### src/rtl/cmult_share_arbiter_if.sv
// cmult_share_arbiter_if
// Bundles the request, shared-multiplier and result signals of cmult_share_arbiter.
//   req_valid/req_ready      per-requester handshake (ready is a one-hot grant)
//   req_a_*/req_b_*          packed operands, requester k in bits [16k+15:16k]
//   mult_a_*/mult_b_*        operands presented to the shared multiplier
//   mult_strobe              operands on mult_* are valid this cycle
//   mult_p_*                 multiplier product, returned MULT_LATENCY cycles later
//   res_p_*/res_strobe       returned product and its one-hot owner
// slave  : the arbiter's view
// master : the surrounding datapath's view (requesters and multiplier)
interface cmult_share_arbiter_if #(
    parameter int NUM_REQ = 2
);
    logic [NUM_REQ-1:0]    req_valid;
    logic [NUM_REQ-1:0]    req_ready;
    logic [16*NUM_REQ-1:0] req_a_i;
    logic [16*NUM_REQ-1:0] req_a_q;
    logic [16*NUM_REQ-1:0] req_b_i;
    logic [16*NUM_REQ-1:0] req_b_q;
    logic [15:0]           mult_a_i;
    logic [15:0]           mult_a_q;
    logic [15:0]           mult_b_i;
    logic [15:0]           mult_b_q;
    logic                  mult_strobe;
    logic [31:0]           mult_p_i;
    logic [31:0]           mult_p_q;
    logic [31:0]           res_p_i;
    logic [31:0]           res_p_q;
    logic [NUM_REQ-1:0]    res_strobe;

    modport slave (
        input  req_valid, req_a_i, req_a_q, req_b_i, req_b_q, mult_p_i, mult_p_q,
        output req_ready, mult_a_i, mult_a_q, mult_b_i, mult_b_q, mult_strobe,
        output res_p_i, res_p_q, res_strobe
    );

    modport master (
        output req_valid, req_a_i, req_a_q, req_b_i, req_b_q, mult_p_i, mult_p_q,
        input  req_ready, mult_a_i, mult_a_q, mult_b_i, mult_b_q, mult_strobe,
        input  res_p_i, res_p_q, res_strobe
    );
endinterface

### src/rtl/cmult_share_arbiter.sv
// cmult_share_arbiter
// Shares one pipelined complex multiplier between NUM_REQ requesters with
// round-robin arbitration, and routes each product back to its originator
// through a tag pipeline that tracks the multiplier latency.
// Ports:
//   clock   single clock, all logic on posedge
//   reset   synchronous, active-high
//   enable  low blocks new grants; products already issued still return
//   busy    high while any issued product has not yet been returned
//   bus     request / multiplier / result signals (cmult_share_arbiter_if.slave)
module cmult_share_arbiter #(
    parameter int NUM_REQ      = 2,
    parameter int MULT_LATENCY = 4,
    parameter int IDX_W        = 1
) (
    input  logic                 clock,
    input  logic                 reset,
    input  logic                 enable,
    output logic                 busy,
    cmult_share_arbiter_if.slave bus
);
    localparam int STAGES = MULT_LATENCY + 1;
    localparam int CNT_W  = $clog2(MULT_LATENCY + 3);

    logic [IDX_W-1:0]   lastGrant_q;
    logic [IDX_W-1:0]   grantIdx;
    logic [IDX_W-1:0]   candIdx;
    logic [NUM_REQ-1:0] grant;
    logic               accept;

    logic               tagValid_q [STAGES];
    logic [IDX_W-1:0]   tagIdx_q   [STAGES];

    logic [15:0]        multAReal_q;
    logic [15:0]        multAImag_q;
    logic [15:0]        multBReal_q;
    logic [15:0]        multBImag_q;
    logic               multStrobe_q;
    logic [31:0]        resReal_q;
    logic [31:0]        resImag_q;
    logic [NUM_REQ-1:0] resStrobe_q;
    logic [CNT_W-1:0]   inFlight_q;
    logic [CNT_W-1:0]   inFlight_d;
    logic               busy_q;

    // Round-robin search starting just after the last granted requester.
    // A requester that holds valid is reached within NUM_REQ grants, so
    // nobody starves under continuous contention.
    always_comb begin
        grant    = '0;
        grantIdx = lastGrant_q;
        candIdx  = lastGrant_q;
        accept   = 1'b0;
        if (enable && !reset) begin
            for (int i = 1; i <= NUM_REQ; i++) begin
                candIdx = IDX_W'((int'(lastGrant_q) + i) % NUM_REQ);
                if (!accept && bus.req_valid[candIdx]) begin
                    accept   = 1'b1;
                    grantIdx = candIdx;
                end
            end
        end
        if (accept) begin
            grant[grantIdx] = 1'b1;
        end
    end

    assign bus.req_ready = grant;

    // Outstanding-product count: an accept and a returned result in the
    // same cycle cancel out.
    always_comb begin
        inFlight_d = inFlight_q;
        if (accept && !(|resStrobe_q)) begin
            inFlight_d = inFlight_q + 1'b1;
        end else if (!accept && (|resStrobe_q)) begin
            inFlight_d = inFlight_q - 1'b1;
        end
    end

    // Issue, tag tracking and result return. The tag pipeline shifts every
    // cycle regardless of enable so issued products always come back; it is
    // one stage longer than the multiplier so the last stage lines up with
    // the product on mult_p_*.
    always_ff @(posedge clock) begin
        if (reset) begin
            lastGrant_q  <= IDX_W'(NUM_REQ - 1);
            multAReal_q  <= '0;
            multAImag_q  <= '0;
            multBReal_q  <= '0;
            multBImag_q  <= '0;
            multStrobe_q <= 1'b0;
            resReal_q    <= '0;
            resImag_q    <= '0;
            resStrobe_q  <= '0;
            inFlight_q   <= '0;
            busy_q       <= 1'b0;
            for (int s = 0; s < STAGES; s++) begin
                tagValid_q[s] <= 1'b0;
                tagIdx_q[s]   <= '0;
            end
        end else begin
            tagValid_q[0] <= accept;
            tagIdx_q[0]   <= grantIdx;
            for (int s = 1; s < STAGES; s++) begin
                tagValid_q[s] <= tagValid_q[s-1];
                tagIdx_q[s]   <= tagIdx_q[s-1];
            end

            multStrobe_q <= accept;
            if (accept) begin
                lastGrant_q <= grantIdx;
                multAReal_q <= bus.req_a_i[16*grantIdx +: 16];
                multAImag_q <= bus.req_a_q[16*grantIdx +: 16];
                multBReal_q <= bus.req_b_i[16*grantIdx +: 16];
                multBImag_q <= bus.req_b_q[16*grantIdx +: 16];
            end

            if (tagValid_q[STAGES-1]) begin
                resReal_q   <= bus.mult_p_i;
                resImag_q   <= bus.mult_p_q;
                resStrobe_q <= NUM_REQ'(1) << tagIdx_q[STAGES-1];
            end else begin
                resStrobe_q <= '0;
            end

            inFlight_q <= inFlight_d;
            busy_q     <= (inFlight_d != '0);
        end
    end

    assign bus.mult_a_i    = multAReal_q;
    assign bus.mult_a_q    = multAImag_q;
    assign bus.mult_b_i    = multBReal_q;
    assign bus.mult_b_q    = multBImag_q;
    assign bus.mult_strobe = multStrobe_q;
    assign bus.res_p_i     = resReal_q;
    assign bus.res_p_q     = resImag_q;
    assign bus.res_strobe  = resStrobe_q;
    assign busy            = busy_q;
endmodule

### src/flat_wrapper.sv
// flat-port wrapper written by rule: the top's interface ports become plain ports
module cmult_share_arbiter_flat 
#(
    parameter int NUM_REQ      = 2,
    parameter int MULT_LATENCY = 4,
    parameter int IDX_W        = 1
)
  (clock, reset, enable, busy, bus_req_valid, bus_req_a_i, bus_req_a_q, bus_req_b_i, bus_req_b_q, bus_mult_p_i, bus_mult_p_q, bus_req_ready, bus_mult_a_i, bus_mult_a_q, bus_mult_b_i, bus_mult_b_q, bus_mult_strobe, bus_res_p_i, bus_res_p_q, bus_res_strobe);
  cmult_share_arbiter_if #(.NUM_REQ(NUM_REQ)) bus_i ();
  input  logic clock;
  input  logic reset;
  input  logic enable;
  output logic busy;
  input wire logic [$bits(bus_i.req_valid)-1:0] bus_req_valid;
  input wire logic [$bits(bus_i.req_a_i)-1:0] bus_req_a_i;
  input wire logic [$bits(bus_i.req_a_q)-1:0] bus_req_a_q;
  input wire logic [$bits(bus_i.req_b_i)-1:0] bus_req_b_i;
  input wire logic [$bits(bus_i.req_b_q)-1:0] bus_req_b_q;
  input wire logic [$bits(bus_i.mult_p_i)-1:0] bus_mult_p_i;
  input wire logic [$bits(bus_i.mult_p_q)-1:0] bus_mult_p_q;
  output wire logic [$bits(bus_i.req_ready)-1:0] bus_req_ready;
  output wire logic [$bits(bus_i.mult_a_i)-1:0] bus_mult_a_i;
  output wire logic [$bits(bus_i.mult_a_q)-1:0] bus_mult_a_q;
  output wire logic [$bits(bus_i.mult_b_i)-1:0] bus_mult_b_i;
  output wire logic [$bits(bus_i.mult_b_q)-1:0] bus_mult_b_q;
  output wire logic [$bits(bus_i.mult_strobe)-1:0] bus_mult_strobe;
  output wire logic [$bits(bus_i.res_p_i)-1:0] bus_res_p_i;
  output wire logic [$bits(bus_i.res_p_q)-1:0] bus_res_p_q;
  output wire logic [$bits(bus_i.res_strobe)-1:0] bus_res_strobe;
  assign bus_i.req_valid = bus_req_valid;
  assign bus_i.req_a_i = bus_req_a_i;
  assign bus_i.req_a_q = bus_req_a_q;
  assign bus_i.req_b_i = bus_req_b_i;
  assign bus_i.req_b_q = bus_req_b_q;
  assign bus_i.mult_p_i = bus_mult_p_i;
  assign bus_i.mult_p_q = bus_mult_p_q;
  assign bus_req_ready = bus_i.req_ready;
  assign bus_mult_a_i = bus_i.mult_a_i;
  assign bus_mult_a_q = bus_i.mult_a_q;
  assign bus_mult_b_i = bus_i.mult_b_i;
  assign bus_mult_b_q = bus_i.mult_b_q;
  assign bus_mult_strobe = bus_i.mult_strobe;
  assign bus_res_p_i = bus_i.res_p_i;
  assign bus_res_p_q = bus_i.res_p_q;
  assign bus_res_strobe = bus_i.res_strobe;
  cmult_share_arbiter #(.NUM_REQ(NUM_REQ), .MULT_LATENCY(MULT_LATENCY), .IDX_W(IDX_W)) u_core (.clock(clock), .reset(reset), .enable(enable), .busy(busy), .bus(bus_i));
endmodule
### config.mk
export PLATFORM = sky130hd
export DESIGN_NAME = cmult_share_arbiter_flat
export DESIGN_NICKNAME = d
export VERILOG_FILES = /design/src/rtl/cmult_share_arbiter_if.sv /design/src/rtl/cmult_share_arbiter.sv /design/src/flat_wrapper.sv
export SDC_FILE = /design/constraint.sdc
export NUM_CORES = 1
export LEC_CHECK = 0
export ABC_AREA = 1
export BUFFER_PORTS_ARGS = -buffer_cell sky130_fd_sc_hd__buf_2
export CORE_AREA = 2 2 130 132
export DETAILED_ROUTE_END_ITERATION = 6
export DIE_AREA = 0 0 132 134
export PLACE_DENSITY = 0.65
export RECOVER_POWER = 50
export SYNTH_ARGS = -nofsm -noshare
export SYNTH_HDL_FRONTEND = slang
export SYNTH_SLANG_ARGS = --single-unit
### constraint.sdc
create_clock -name clock -period 1.2 [get_ports clock]
set_input_delay 0.12 -clock clock [delete_from_list [all_inputs] [get_ports clock]]
set_output_delay 0.12 -clock clock [all_outputs]
set_load 0.05 [all_outputs]
### Word level (Yosys, flattened, before mapping)

Memories as Yosys holds them, arrays and structs flattened.
Cells that the tools add are included.

| word-level totals | value |
|---|---|
| bits in registers | 136 |
| memory bits (writable) | 10 |
| bits of input ports | 197 |
| output and inout bits | 134 |
| memories kept | 2 |

Memories:

| name | words | width | rd ports | clocked after Yosys merged registers in | write ports | RTL line | RTL |
|---|---|---|---|---|---|---|---|
| u_core.tagIdx_q | 5 | 1 | 5 | 0 | 5 | cmult_share_arbiter.sv:32 | `logic [IDX_W-1:0] tagIdx_q [STAGES];` |
| u_core.tagValid_q | 5 | 1 | 5 | 0 | 5 | cmult_share_arbiter.sv:31 | `logic tagValid_q [STAGES];` |

| cells by class | value |
|---|---|
| add/sub/neg operators | 4 |
| magnitude comparators | 4 |
| shift-type cells | 5 |
| muxes and demuxes | 29 |
| bitwise gates (word level) | 11 |
| reduce and logical (&&, ||, !) cells | 12 |

Operator list:

| cell | count |
|---|---|
| variable part select 32 x 6 -> 16 bit | 4 |
| 2-to-1 mux 1 bit | 25 |
| OR 1 bit | 10 |
| less-than comparator 1 x 2 -> 1 bit (second input constant) | 3 |
| 2-to-1 mux 3 bit | 2 |
| logical AND 1 bit | 5 |
| zero test 1 bit | 4 |
| OR reduction 2 bit | 2 |
| adder 3 x 1 -> 3 bit (second input constant) | 1 |
| nonzero test 3 bit | 1 |
| subtractor 3 x 1 -> 3 bit (second input constant) | 1 |
| adder 1 bit (second input constant) | 2 |
| 2-to-1 mux 2 bit | 1 |
| << shifter 1 x 1 -> 2 bit (first input constant) | 1 |
| demux 1 bit (select 1 bit) | 1 |
| greater-or-equal comparator 1 bit (second input constant) | 1 |
| NOT 1 bit | 1 |

### Longest topological paths before layout

Gate-level depths: netlist of run 1.

| depth | value |
|---|---|
| depth in word-level cells | 14 |
| depth in mapped cells | 11 |

### Worst setup path after synthesis of run 1

OpenSTA, ideal clock, no wires.

| timing | value |
|---|---|
| path kind | reg2reg |
| start point | register u_core.resStrobe_q[1], in the netlist u_core.bus.res_strobe[1] |
| end point | register u_core.busy_q, in the netlist u_core.busy |
| library setup time | 113 ps |
| data arrival time | 1,250 ps |
| required time | 1,087 ps |
| setup slack | -164 ps |
| stages on the path, launching flop included | 10 |
| path buffers | 0 |
| clock period less this slack | 1,364 ps |
| path through | dfxtp_1 > nor2_1 > nand3_1 > nand2_1 > nand2_1 > nand2_1 > nand2_1 > nand2_1 > inv_1 > nand2_1 |

| between the ends | value |
|---|---|
| cells in the longest elaborated chain, start to end | 5 |
| elaborated cells between the ends (all ways) | 7 |

RTL lines:

| element | RTL line | RTL |
|---|---|---|
| start, declared | cmult_share_arbiter.sv:41 | `logic [NUM_REQ-1:0] resStrobe_q;` |
| start signal, assigned | cmult_share_arbiter.sv:122 | `resStrobe_q <= NUM_REQ'(1) << tagIdx_q[STAGES-1];` |
| OR reduction 2 bit * | cmult_share_arbiter.sv:74, cmult_share_arbiter.sv:76 |  |
| logical AND 1 bit or zero test 1 bit (tied branches) | cmult_share_arbiter.sv:76, cmult_share_arbiter.sv:74 |  |
| 2-to-1 mux 3 bit or logical AND 1 bit (tied branches) | cmult_share_arbiter.sv:76, cmult_share_arbiter.sv:74 |  |
| 2-to-1 mux 3 bit * | cmult_share_arbiter.sv:74 | `if (accept && !(\|resStrobe_q)) begin` |
| nonzero test 3 bit * | cmult_share_arbiter.sv:128 | `busy_q <= (inFlight_d != '0);` |
| end signal, assigned | cmult_share_arbiter.sv:128 |  |
| end, declared | cmult_share_arbiter.sv:44 | `logic busy_q;` |

Every way passes the cells marked *; elsewhere a longest branch is shown, timed or not.
A chain may end at the register's enable or synchronous reset.

### Final worst setup path of run 1

| timing | value |
|---|---|
| start point | register u_core.lastGrant_q |
| end point | register u_core.multBImag_q[10], in the netlist u_core.bus.mult_b_q[10] |

| between the ends | value |
|---|---|
| cells in the longest elaborated chain, start to end | 10 |
| elaborated cells between the ends (all ways) | 16 |

RTL lines:

| element | RTL line | RTL |
|---|---|---|
| start, declared | cmult_share_arbiter.sv:25 | `logic [IDX_W-1:0] lastGrant_q;` |
| start signal, assigned | cmult_share_arbiter.sv:87 | `lastGrant_q <= IDX_W'(NUM_REQ - 1);` |
| start signal, assigned | cmult_share_arbiter.sv:112 | `lastGrant_q <= grantIdx;` |
| adder 1 bit | cmult_share_arbiter.sv:56 | `candIdx = IDX_W'((int'(lastGrant_q) + i) % NUM_REQ);` |
| 2-to-1 mux 1 bit (not written as such) (2 in a row) | cmult_share_arbiter.sv:57 | `if (!accept && bus.req_valid[candIdx]) begin` |
| 2-to-1 mux 1 bit | cmult_share_arbiter.sv:57 |  |
| 2-to-1 mux 1 bit | cmult_share_arbiter.sv:54 | `if (enable && !reset) begin` |
| zero test 1 bit | cmult_share_arbiter.sv:57 |  |
| logical AND 1 bit | cmult_share_arbiter.sv:57 |  |
| 2-to-1 mux 1 bit | cmult_share_arbiter.sv:57 |  |
| 2-to-1 mux 1 bit | cmult_share_arbiter.sv:54 |  |
| variable part select 32 x 6 -> 16 bit | cmult_share_arbiter.sv:116 | `multBImag_q <= bus.req_b_q[16*grantIdx +: 16];` |
| end signal, assigned | cmult_share_arbiter.sv:116 |  |
| end, declared | cmult_share_arbiter.sv:37 | `logic [15:0] multBImag_q;` |

Parallel ways exist; a longest one is shown, timed or not. The select of a mux whose other input is x is not followed.

==> results.toml, run 1 <==
[worst_setup_path]
r2r-start = "u_core.lastGrant_q"
slowest_stage = "dfxtp_2"
rr_worst_depth = 9
cpPeakStageDelay_ns = 0.36
end_kind = "register"
crit_path_max_fanout = 6
cp_data_required_time_ns = 1.49
path_cells = "nor2_2, nand2_2, nand2_4, nand2_4, inv_4, buf_4, bufbuf_16, a21oi_2, nor2_1"
critPathTopFamily = "buffers and inverters"
r2r_setup_slack_ns = -0.16
worstPathArrival_ns = 1.65
reg2reg_to = "u_core.bus.mult_b_q[10]"
cp-start-kind = "register"
crit_path_frequent_cell = "nand2_4"
worst-setup-path-type = "reg2reg"
crit_buf_inv = 3

[global_route]
grt_max_degree = 66
grt_pass1_wl_um = 33100
track_usage_pct = 23.2
antenna_found_initial = 0
grt_pass1_vias = 6772
grt_overflow = 0

[synthesis]
ys.flop_type = "dfxtp_1"
yosys.area_share.adder_pct = 0.423
ys_types = 24
yosysSeqAreaShare_pct = 49.0
synth.most_common_cell = "nand2_1"
ys_ff_latch = 145
ys.warnings.count = 0
synth-xor-area-share_pct = 0
synth_top_family_by_area = "simple AND/OR/NAND/NOR gates"
yosysTopAreaCell = "dfxtp_1"
synth_common_cells = "nand2_1 (207), nor2_1 (179), dfxtp_1 (145)"
synth_fp_nets = 995
netlist_area_mm2 = 0.00592
synth_top_cell_area_share_pct = 49.0
synth_compound_area_share_pct = 12.4
synthSimpleGateAreaFrac_pct = 30.1
synthMuxAreaShare_pct = 0
ys_async_sr_fraction_pct = 0
synth_area_leaders = "dfxtp_1 (49%), nand2_1 (13%), nor2_1 (11%)"
synth-edff-count = 0
syn_inst = 796
avgSynthCellArea_um2 = 7.43

[clock_network]
clkLatencyLatePin_ns = 0.41
clkTransAtPathRegs_ns = 0.06
cts_buffers = 17
cts_max_path_buffers = 2
cts_max_level = 4
cts.sinks = 145
ctsRootBufferMaster = "clkbuf_16"
tritoncts = "built"

[timing]
layout_setup_ws_ns = -0.156
fmax_mhz = 737
fin_hold_ws_ns = 0.00894
min_period_over_period_pct = 113
rsz0062_at_grt = "yes"
hold_viol = 0
fin_skew_ns = 0.0106
maxSlewHeadroom_pct = 71.9
worst_pin_slew_ns = 0.421
setup_viol = 52
fin_crit_ns = 1.36
maxSlewViolCount = 0

[outcome]
status = "finished with violations"
violations = "setup timing"

[floorplanning]
die_area_mm2 = 0.0177
start_util_pct = 36.3
io_pins = 331
die_w_um = 132
core_area_mm2 = 0.0163
core.rowCount = 47
die_h_um = 134

[finish]
area_growth_syn_to_layout_pct = 68.5
fin_nets = 1455
num_antenna_cells = 0
finish.instance_area_mm2 = 0.00997
fin_util_pct = 61.2
instances_no_fill = 1489
drive_gt1_share_pct = 37.1

[worst_hold_path]
min-delay-start = "bus_req_a_i[1]"
hold_path_end = "u_core.bus.mult_a_i[1]"
hold_path.class = "in2reg"
holdPathStages = 5

[power_and_ir_drop]
leakagePower_uw = 0.00529
power_uw = 12800
powerDensity_mw_per_mm2 = 1280
ir_drop_v = 0.000862

[drt]
drt_iter0_markers = 302
wl_um = 21100
vias_per_cell = 4.57
firstDrtPassIters = 5
vias = 6805
detail-route-antenna-nets = 0
wire_per_inst_um = 14.1
drc = 0

[run]
drv_cap = 0

[placement]
placed_cell_area_mm2 = 0.00785
place_inst = 1321
io_buffers = 330
routabilityCongestion = 0.789
hpwlAfterDp_um = 12900
==> per-stage QoR <==
stage               setup TNS, ns  setup WS (ns)
finish                      -3.16         -0.156
global route                -7.96         -0.212
CTS                         -3.98         -0.177
detailed placement          -1.57        -0.0800
global placement           -0.567        -0.0729
floorplan                       0         0.0176
==> power breakdown <==
group          internal [µW]  switching [µW]  total [µW]
combinational           1010            1400        2410
sequential              5000            93.1        5100
clock                   3160            2140        5300
total                   9170            3630       12800
==> worst max path at each step <==
stage                                         from                       to  slack [ns]  depth (start not counted)
final                           u_core.lastGrant_q  u_core.bus.mult_b_q[10]       -0.16                          9
after global routing            u_core.lastGrant_q  u_core.bus.mult_b_q[10]       -0.21                          9
after CTS                       u_core.lastGrant_q         bus_req_ready[1]       -0.18                          6
after detailed placement                    enable         bus_req_ready[0]       -0.08                          7
after global placement                       reset         bus_req_ready[0]       -0.07                          6
after floorplan           u_core.bus.res_strobe[1]              u_core.busy        0.02                          9
==> kinds of logic (layout without fill, tap and decap cells) <==
kind of cell               count (synthesis)  after routing
buffers and inverters                     92            565
and+or+nand+nor                          443            443
DFF                                      145            145
adders and majority gates                  2              2
AOI/OAI and AO/OA                        114            114
==> cell usage in the layout (no fill, tap or decap), drive strengths merged, types with 2 or more instances in the layout <==
master,n
a21oi,49
buf,329
bufinv,2
clkbuf,52
clkinv,5
dfxtp,145
dlygate4sd3,129
ha,2
inv,46
nand2,212
nand3,38
nor2,191
o21ai,64
==> state kept, by name (all words and copies together) (netlist names) <==
signal                 count
u_core.bus.mult_a_i       16
u_core.bus.mult_a_q       16
u_core.bus.mult_b_i       16
u_core.bus.mult_b_q       16
u_core.bus.res_p_i        32
u_core.bus.res_p_q        32
u_core.bus.res_strobe      2
u_core.busy                1
u_core.inFlight_q          3
u_core.lastGrant_q         1
u_core.tagIdx_q            5
u_core.tagValid_q          5
==> layer usage <==
layer  GRT usage (%)  routed length [µm]  vias up  share of wire, %
li1                -                   -     3393                 -
met1            25.7                8250     3070                39
met2            41.3               10500      310                50
met3            6.35                1660       32               7.9
met4            10.7                 605        0               2.9
met5               0                   0        -                 0
==> final cells by class <==
| class | instances | area, µm² |
|---|---|---|
| fill | 1391 | 6320 |
| sequential | 145 | 2910 |
| clock inverter | 13 | 148 |
| multi-input combinational | 559 | 2580 |
| inverter | 41 | 158 |
| clock buffer | 19 | 443 |
| timing repair buffer | 492 | 3460 |
| tap | 220 | 275 |
==> tightest hold or removal path: cells and delay by family <==
family / cells / cell delay, ns
buf+inv: 2 / 0.11
simple gates: 3 / 0.15
==> timing repair <==
item | in CTS | in global routing
endpoints found under the hold margin | 119 | 0
hold buffers | 129 | 0
setup endpoints to repair | 42 | 74
pin swaps | 3 | 0
setup buffers | 3 | 0
gates cloned | 3 | 1
resized for setup | 25 | 15
No activity file was read; power rests on OpenSTA's default activity.
==> run 2, diff against run 1 <==
--- a/config.mk
+++ b/config.mk
@@ -5,12 +5,11 @@
 export SDC_FILE = /design/constraint.sdc
 export NUM_CORES = 1
 export LEC_CHECK = 0
-export ABC_AREA = 1
 export BUFFER_PORTS_ARGS = -buffer_cell sky130_fd_sc_hd__buf_2
-export CORE_AREA = 2 2 130 132
+export CORE_AREA = 2 2 127 129
 export DETAILED_ROUTE_END_ITERATION = 6
-export DIE_AREA = 0 0 132 134
-export PLACE_DENSITY = 0.65
+export DIE_AREA = 0 0 129 131
+export PLACE_DENSITY = 0.68
 export RECOVER_POWER = 50
 export SYNTH_ARGS = -nofsm -noshare
 export SYNTH_HDL_FRONTEND = slang
==> results.toml, run 2 <==
[placement]
io_buffers = 330
place_inst = 1147
hpwlAfterDp_um = 12500
routabilityCongestion = 0.760

[synthesis]
netlist_area_mm2 = 0.00594
ys_types = 29
synth-edff-count = 0
ys.flop_type = "dfxtp_1"
yosysSeqAreaShare_pct = 48.9
ys.warnings.count = 0
ys_async_sr_fraction_pct = 0
avgSynthCellArea_um2 = 9.51
synth.most_common_cell = "dfxtp_1"
synth_fp_nets = 823
synth_area_leaders = "dfxtp_1 (49%), a311oi_2 (13%), mux2i_1 (11%)"
synth_top_cell_area_share_pct = 48.9
syn_inst = 624
yosysTopAreaCell = "dfxtp_1"
synth_common_cells = "dfxtp_1 (145), nor2_1 (136), nand2_1 (128)"
ys_ff_latch = 145

[global_route]
grt_pass1_wl_um = 35500
track_usage_pct = 27.4
grt_max_degree = 99
antenna_found_initial = 0
grt_overflow = 0
grt_pass1_vias = 6871

[drt]
vias = 7153
firstDrtPassIters = 5
drc = 0
detail-route-antenna-nets = 0
wire_per_inst_um = 19.5
wl_um = 27300
drt_iter0_markers = 367
vias_per_cell = 5.11

[timing]
maxSlewHeadroom_pct = 25.3
hold_viol = 0
fin_crit_ns = 1.61
rsz0062_at_grt = "yes"
maxSlewViolCount = 0
setup_viol = 71
fin_skew_ns = 0.00979
layout_setup_ws_ns = -0.407
min_period_over_period_pct = 134
fmax_mhz = 622
worst_pin_slew_ns = 1.12

[outcome]
status = "finished with violations"
violations = "setup timing"

[floorplanning]
io_pins = 331
core.rowCount = 46
core_area_mm2 = 0.0156
die_h_um = 131
die_area_mm2 = 0.0169
start_util_pct = 38.1
die_w_um = 129

[finish]
layout_commonest_cell = "buf_2"
mostFrequentLayoutCells = "buf_2 (291), dlygate4sd3_1 (189), dfxtp_1 (139), nor2_1 (133), mux2i_1 (65)"
area_growth_syn_to_layout_pct = 101
fin_nets = 1370
seqCellArea_mm2 = 0.00292
drive_gt1_share_pct = 50.9
instances_no_fill = 1401
multi_input_area_mm2 = 0.00341
fin_util_pct = 76.4
fillers = 904

[clock_network]
clkTransAtPathRegs_ns = 0.06
cts_max_path_buffers = 2
tritoncts = "built"
cts.sinks = 145
cts_buffers = 17
cts_max_level = 4
ctsRootBufferMaster = "clkbuf_16"
clkLatencyLatePin_ns = 0.42

[power_and_ir_drop]
powerDensity_mw_per_mm2 = 1200
ir_drop_v = 0.000969
leakagePower_uw = 0.00532

[run]
drv_cap = 0

[worst_hold_path]
hold_path.class = "in2reg"

[worst_setup_path]
cp_data_required_time_ns = 1.52
crit_path_max_fanout = 7
worst-setup-path-type = "reg2reg"
worstPathArrival_ns = 1.93
end_kind = "register"
cp-start-kind = "register"
-- run 2: cell count changes after synthesis, moves of 11 or more --
| cell | before | now |
|---|---|---|
| a21oi_2 | 42 | 0 |
| a311oi_2 | 0 | 50 |
| inv_1 | 38 | 3 |
| nor2_1 | 179 | 136 |
| nand2_1 | 207 | 128 |
| nor2_2 | 11 | 0 |
| o21ai_0 | 64 | 0 |
| mux2i_1 | 0 | 65 |
| buf_2 | 10 | 22 |
| a311oi_1 | 0 | 14 |
| nand3_1 | 38 | 2 |
-- run 2: final timing paths --
check | start | to | slack [ns] | cells past startpoint
max | u_core.lastGrant_q | u_core.bus.mult_a_i[2] | -0.41 | 7
min | bus_req_b_q[6] | u_core.bus.mult_b_q[6] | 0.02 | 3
max reg2reg | u_core.lastGrant_q | u_core.bus.mult_a_i[2] | -0.41 | 7
min reg2reg | u_core.tagIdx_q[0][4] | u_core.bus.res_strobe[0] | 0.41 | 1
-- run 2: repair_timing --
action / CTS / global route
cloned: 11 / 8
gates resized for setup: 53 / 141
buffers inserted: 10 / 8
hold buffers: 189 / 0
setup endpoints to repair: 71 / 89
pin swaps: 13 / 77
endpoints found under the hold margin: 127 / 0
-- run 2: metal layers --
layer	GRT usage [%]	up-vias	wire length, µm
met5	0	-	0
met4	13.3	0	1370
met3	6.72	104	2070
met2	50.5	425	14200
met1	29.3	3381	9600
li1	-	3243	-
-- run 2: cell families after synthesis --
family / share of synthesized area, %
flip-flops: 48.9
adder cells (fa/ha/maj): 0.422
AO/OA/AOI/OAI: 15.7
XOR/XNOR: 0.295
buffers and inverters: 4.89
AND/OR/NAND/NOR: 18.8
multiplexers: 11.0
-- run 2: report_power, final --
group          internal (µW)  switching, µW
Clock                   3590           2200
Sequential              4990            106
Combinational           1550           1870
Total                  10100           4170
-- run 2: through the flow --
step	worst slack [ns]	instance area [µm²]	total power (µW)	TNS, ns	hold slack (ns)
floorplan	-0.161	6170	6580	-7.73	0.267
global placement	-0.261	8120	7240	-15.13	0.351
detailed placement	-0.338	8120	7260	-17.59	0.365
CTS	-0.367	11300	13900	-20.83	0.00360
global route	-0.435	11900	14700	-24.07	0.00449
finish	-0.407	11900	14300	-20.46	0.0208
-- run 2: cell type report --
type	count	area share, %
timing repair buffer	580	39.1
multi-input combinational	424	28.7
sequential	145	24.5
clock buffer	19	3.72
tap	216	2.27
clock inverter	13	1.68
inverter	3	0.0945
antenna	1	0.0210
-- run 2: critical path: stages (launching register included) --
cell	delay (ns)
dfxtp_4	0.36
buf_6	0.12
a31oi_4	0.20
buf_12	0.20
buf_12	0.13
clkbuf_16	0.16
nand2_4	0.05
a311oi_2	0.29
==> run 3, diff against run 2 <==
--- a/config.mk
+++ b/config.mk
@@ -9,8 +9,9 @@
 export CORE_AREA = 2 2 127 129
 export DETAILED_ROUTE_END_ITERATION = 6
 export DIE_AREA = 0 0 129 131
+export HOLD_SLACK_MARGIN = 0.05
 export PLACE_DENSITY = 0.68
-export RECOVER_POWER = 50
+export RECOVER_POWER = 25
 export SYNTH_ARGS = -nofsm -noshare
 export SYNTH_HDL_FRONTEND = slang
 export SYNTH_SLANG_ARGS = --single-unit
==> results.toml, run 3 (synthesis results as in run 2) <==
[outcome]
violations = "setup timing"
status = "finished with violations"

[finish]
num_antenna_cells = 0
multi_input_area_mm2 = 0.00323
seqCellArea_mm2 = 0.00292
area_growth_syn_to_layout_pct = 96.2
drive_gt1_share_pct = 49.6
fillers = 941
instances_no_fill = 1398
layout_commonest_cell = "buf_2"
finish.instance_area_mm2 = 0.0116
fin_nets = 1368
mostFrequentLayoutCells = "buf_2 (304), dlygate4sd3_1 (192), dfxtp_1 (139), nor2_1 (133), nand2_2 (68)"
fin_util_pct = 74.7

[drt]
wire_per_inst_um = 18.7
detail-route-antenna-nets = 0
vias = 7005
vias_per_cell = 5.01
drt_iter0_markers = 342
wl_um = 26100
drc = 0
firstDrtPassIters = 5

[worst_setup_path]
end_kind = "register"
worstPathArrival_ns = 1.89
r2r-start = "u_core.lastGrant_q"
r2r_setup_slack_ns = -0.37
cp-start-kind = "register"
rr_worst_depth = 7
crit_path_max_fanout = 5
worst-setup-path-type = "reg2reg"
reg2reg_to = "u_core.bus.mult_a_i[0]"
cp_data_required_time_ns = 1.52

[global_route]
met1_usage_pct = 29.5
grt_pass1_vias = 7007
use_met2_pct = 50.3
antenna_found_initial = 0
grt_max_degree = 99
met3_usage_pct = 7.33
track_usage_pct = 27.7
gr-max-usage-layer = "met2"
grt_overflow = 0
grt_pass1_wl_um = 36000

[power_and_ir_drop]
powerDensity_mw_per_mm2 = 1210
ir_drop_v = 0.000937
leakagePower_uw = 0.00516

[timing]
finalSetupTns_ns = -18.84
maxSlewHeadroom_pct = 25.9
min_period_over_period_pct = 131
fin_skew_ns = 0.00897
hold_viol = 0
fmax_mhz = 636
fin_crit_ns = 1.57
worst_pin_slew_ns = 1.11
layout_setup_ws_ns = -0.371
setup_viol = 68
rsz0062_at_grt = "yes"
maxSlewViolCount = 0

[worst_hold_path]
hold_path.class = "in2reg"
holdPathStages = 4
hold_path_end = "u_core.inFlight_q[1]"
min-delay-start = "bus_req_valid[1]"

[placement]
place_inst = 1147
io_buffers = 330
routabilityCongestion = 0.760
pre_cts_ws_ns = -0.338
hpwlAfterDp_um = 12500
placed_cell_area_mm2 = 0.00812

[clock_network]
cts.sinks = 145
ctsRootBufferMaster = "clkbuf_16"
clkTransAtPathRegs_ns = 0.06
cts_max_level = 4
tritoncts = "built"
cts_max_path_buffers = 2
cts_buffers = 17
clkLatencyLatePin_ns = 0.42

[floorplanning]
core.rowCount = 46
io_pins = 331
die_area_mm2 = 0.0169
die_h_um = 131
start_util_pct = 38.1
core_area_mm2 = 0.0156
die_w_um = 129

[run]
drv_cap = 0
-- run 3: changes by cell type in the layout (fill, tap and decap cells not counted), sizes merged --
cell / previous run / this run
bufbuf: 0 / 1
diode: 1 / 0
buf: 349 / 360
clkbuf: 61 / 44
dlygate4sd3: 189 / 192
-- run 3: how the worst max path moves through the flow --
| stage | slack [ns] | cells past startpoint | endpoint | startpoint |
|---|---|---|---|---|
| 2_1_floorplan | -0.16 | 6 | u_core.busy | u_core.inFlight_q[1] |
| 3_3_place_gp | -0.26 | 7 | u_core.bus.mult_a_i[0] | enable |
| 3_5_place_dp | -0.34 | 7 | u_core.bus.mult_a_i[0] | enable |
| 4_1_cts | -0.37 | 5 | bus_req_ready[0] | u_core.lastGrant_q |
| 5_1_grt | -0.43 | 8 | u_core.bus.mult_b_q[8] | enable |
| 6_report | -0.37 | 7 | u_core.bus.mult_a_i[0] | u_core.lastGrant_q |
-- run 3: area by class of cell --
class | count | share of cell area, %
Multi-Input combinational cell | 424 | 27.7
Tap cell | 216 | 2.32
Clock inverter | 13 | 1.72
Timing Repair Buffer | 578 | 39.2
Clock buffer | 19 | 3.80
Sequential cell | 145 | 25.1
Inverter | 3 | 0.0967
-- run 3: power breakdown --
group	total, µW	internal [µW]	switching, µW
sequential	5090	4990	100
combinational	3240	1480	1760
clock	5790	3590	2200
total	14100	10100	4060
-- run 3: through the flow --
step / total power, µW / hold slack (ns)
finish: 14100 / 0.203
global route: 14500 / 0.252
CTS: 13900 / 0.184
detailed placement: 7260 / 0.365
global placement: 7240 / 0.351
floorplan: 6580 / 0.267
-- run 3: what timing repair did --
action,4_1_cts,5_1_grt
resized for setup,53,92
pin swaps,13,55
endpoints found under the setup margin,71,91
endpoints found under the hold margin,128,0
gates cloned,11,4
hold buffers,192,0
setup buffers,10,6
-- run 3: per-layer routing --
| layer | share of wire, % | vias to the layer above |
|---|---|---|
| met5 | 0 | - |
| met2 | 51 | 422 |
| met3 | 8.1 | 106 |
| li1 | - | 3227 |
| met1 | 35 | 3250 |
| met4 | 5.4 | 0 |
-- run 3: worst max-delay path, stage by stage, from the launching register on --
cell       delay, ns
dfxtp_4         0.36
a21oi_4         0.16
a31o_4          0.15
buf_12          0.14
buf_12          0.14
clkbuf_16       0.17
nand2_4         0.05
a311oi_1        0.28
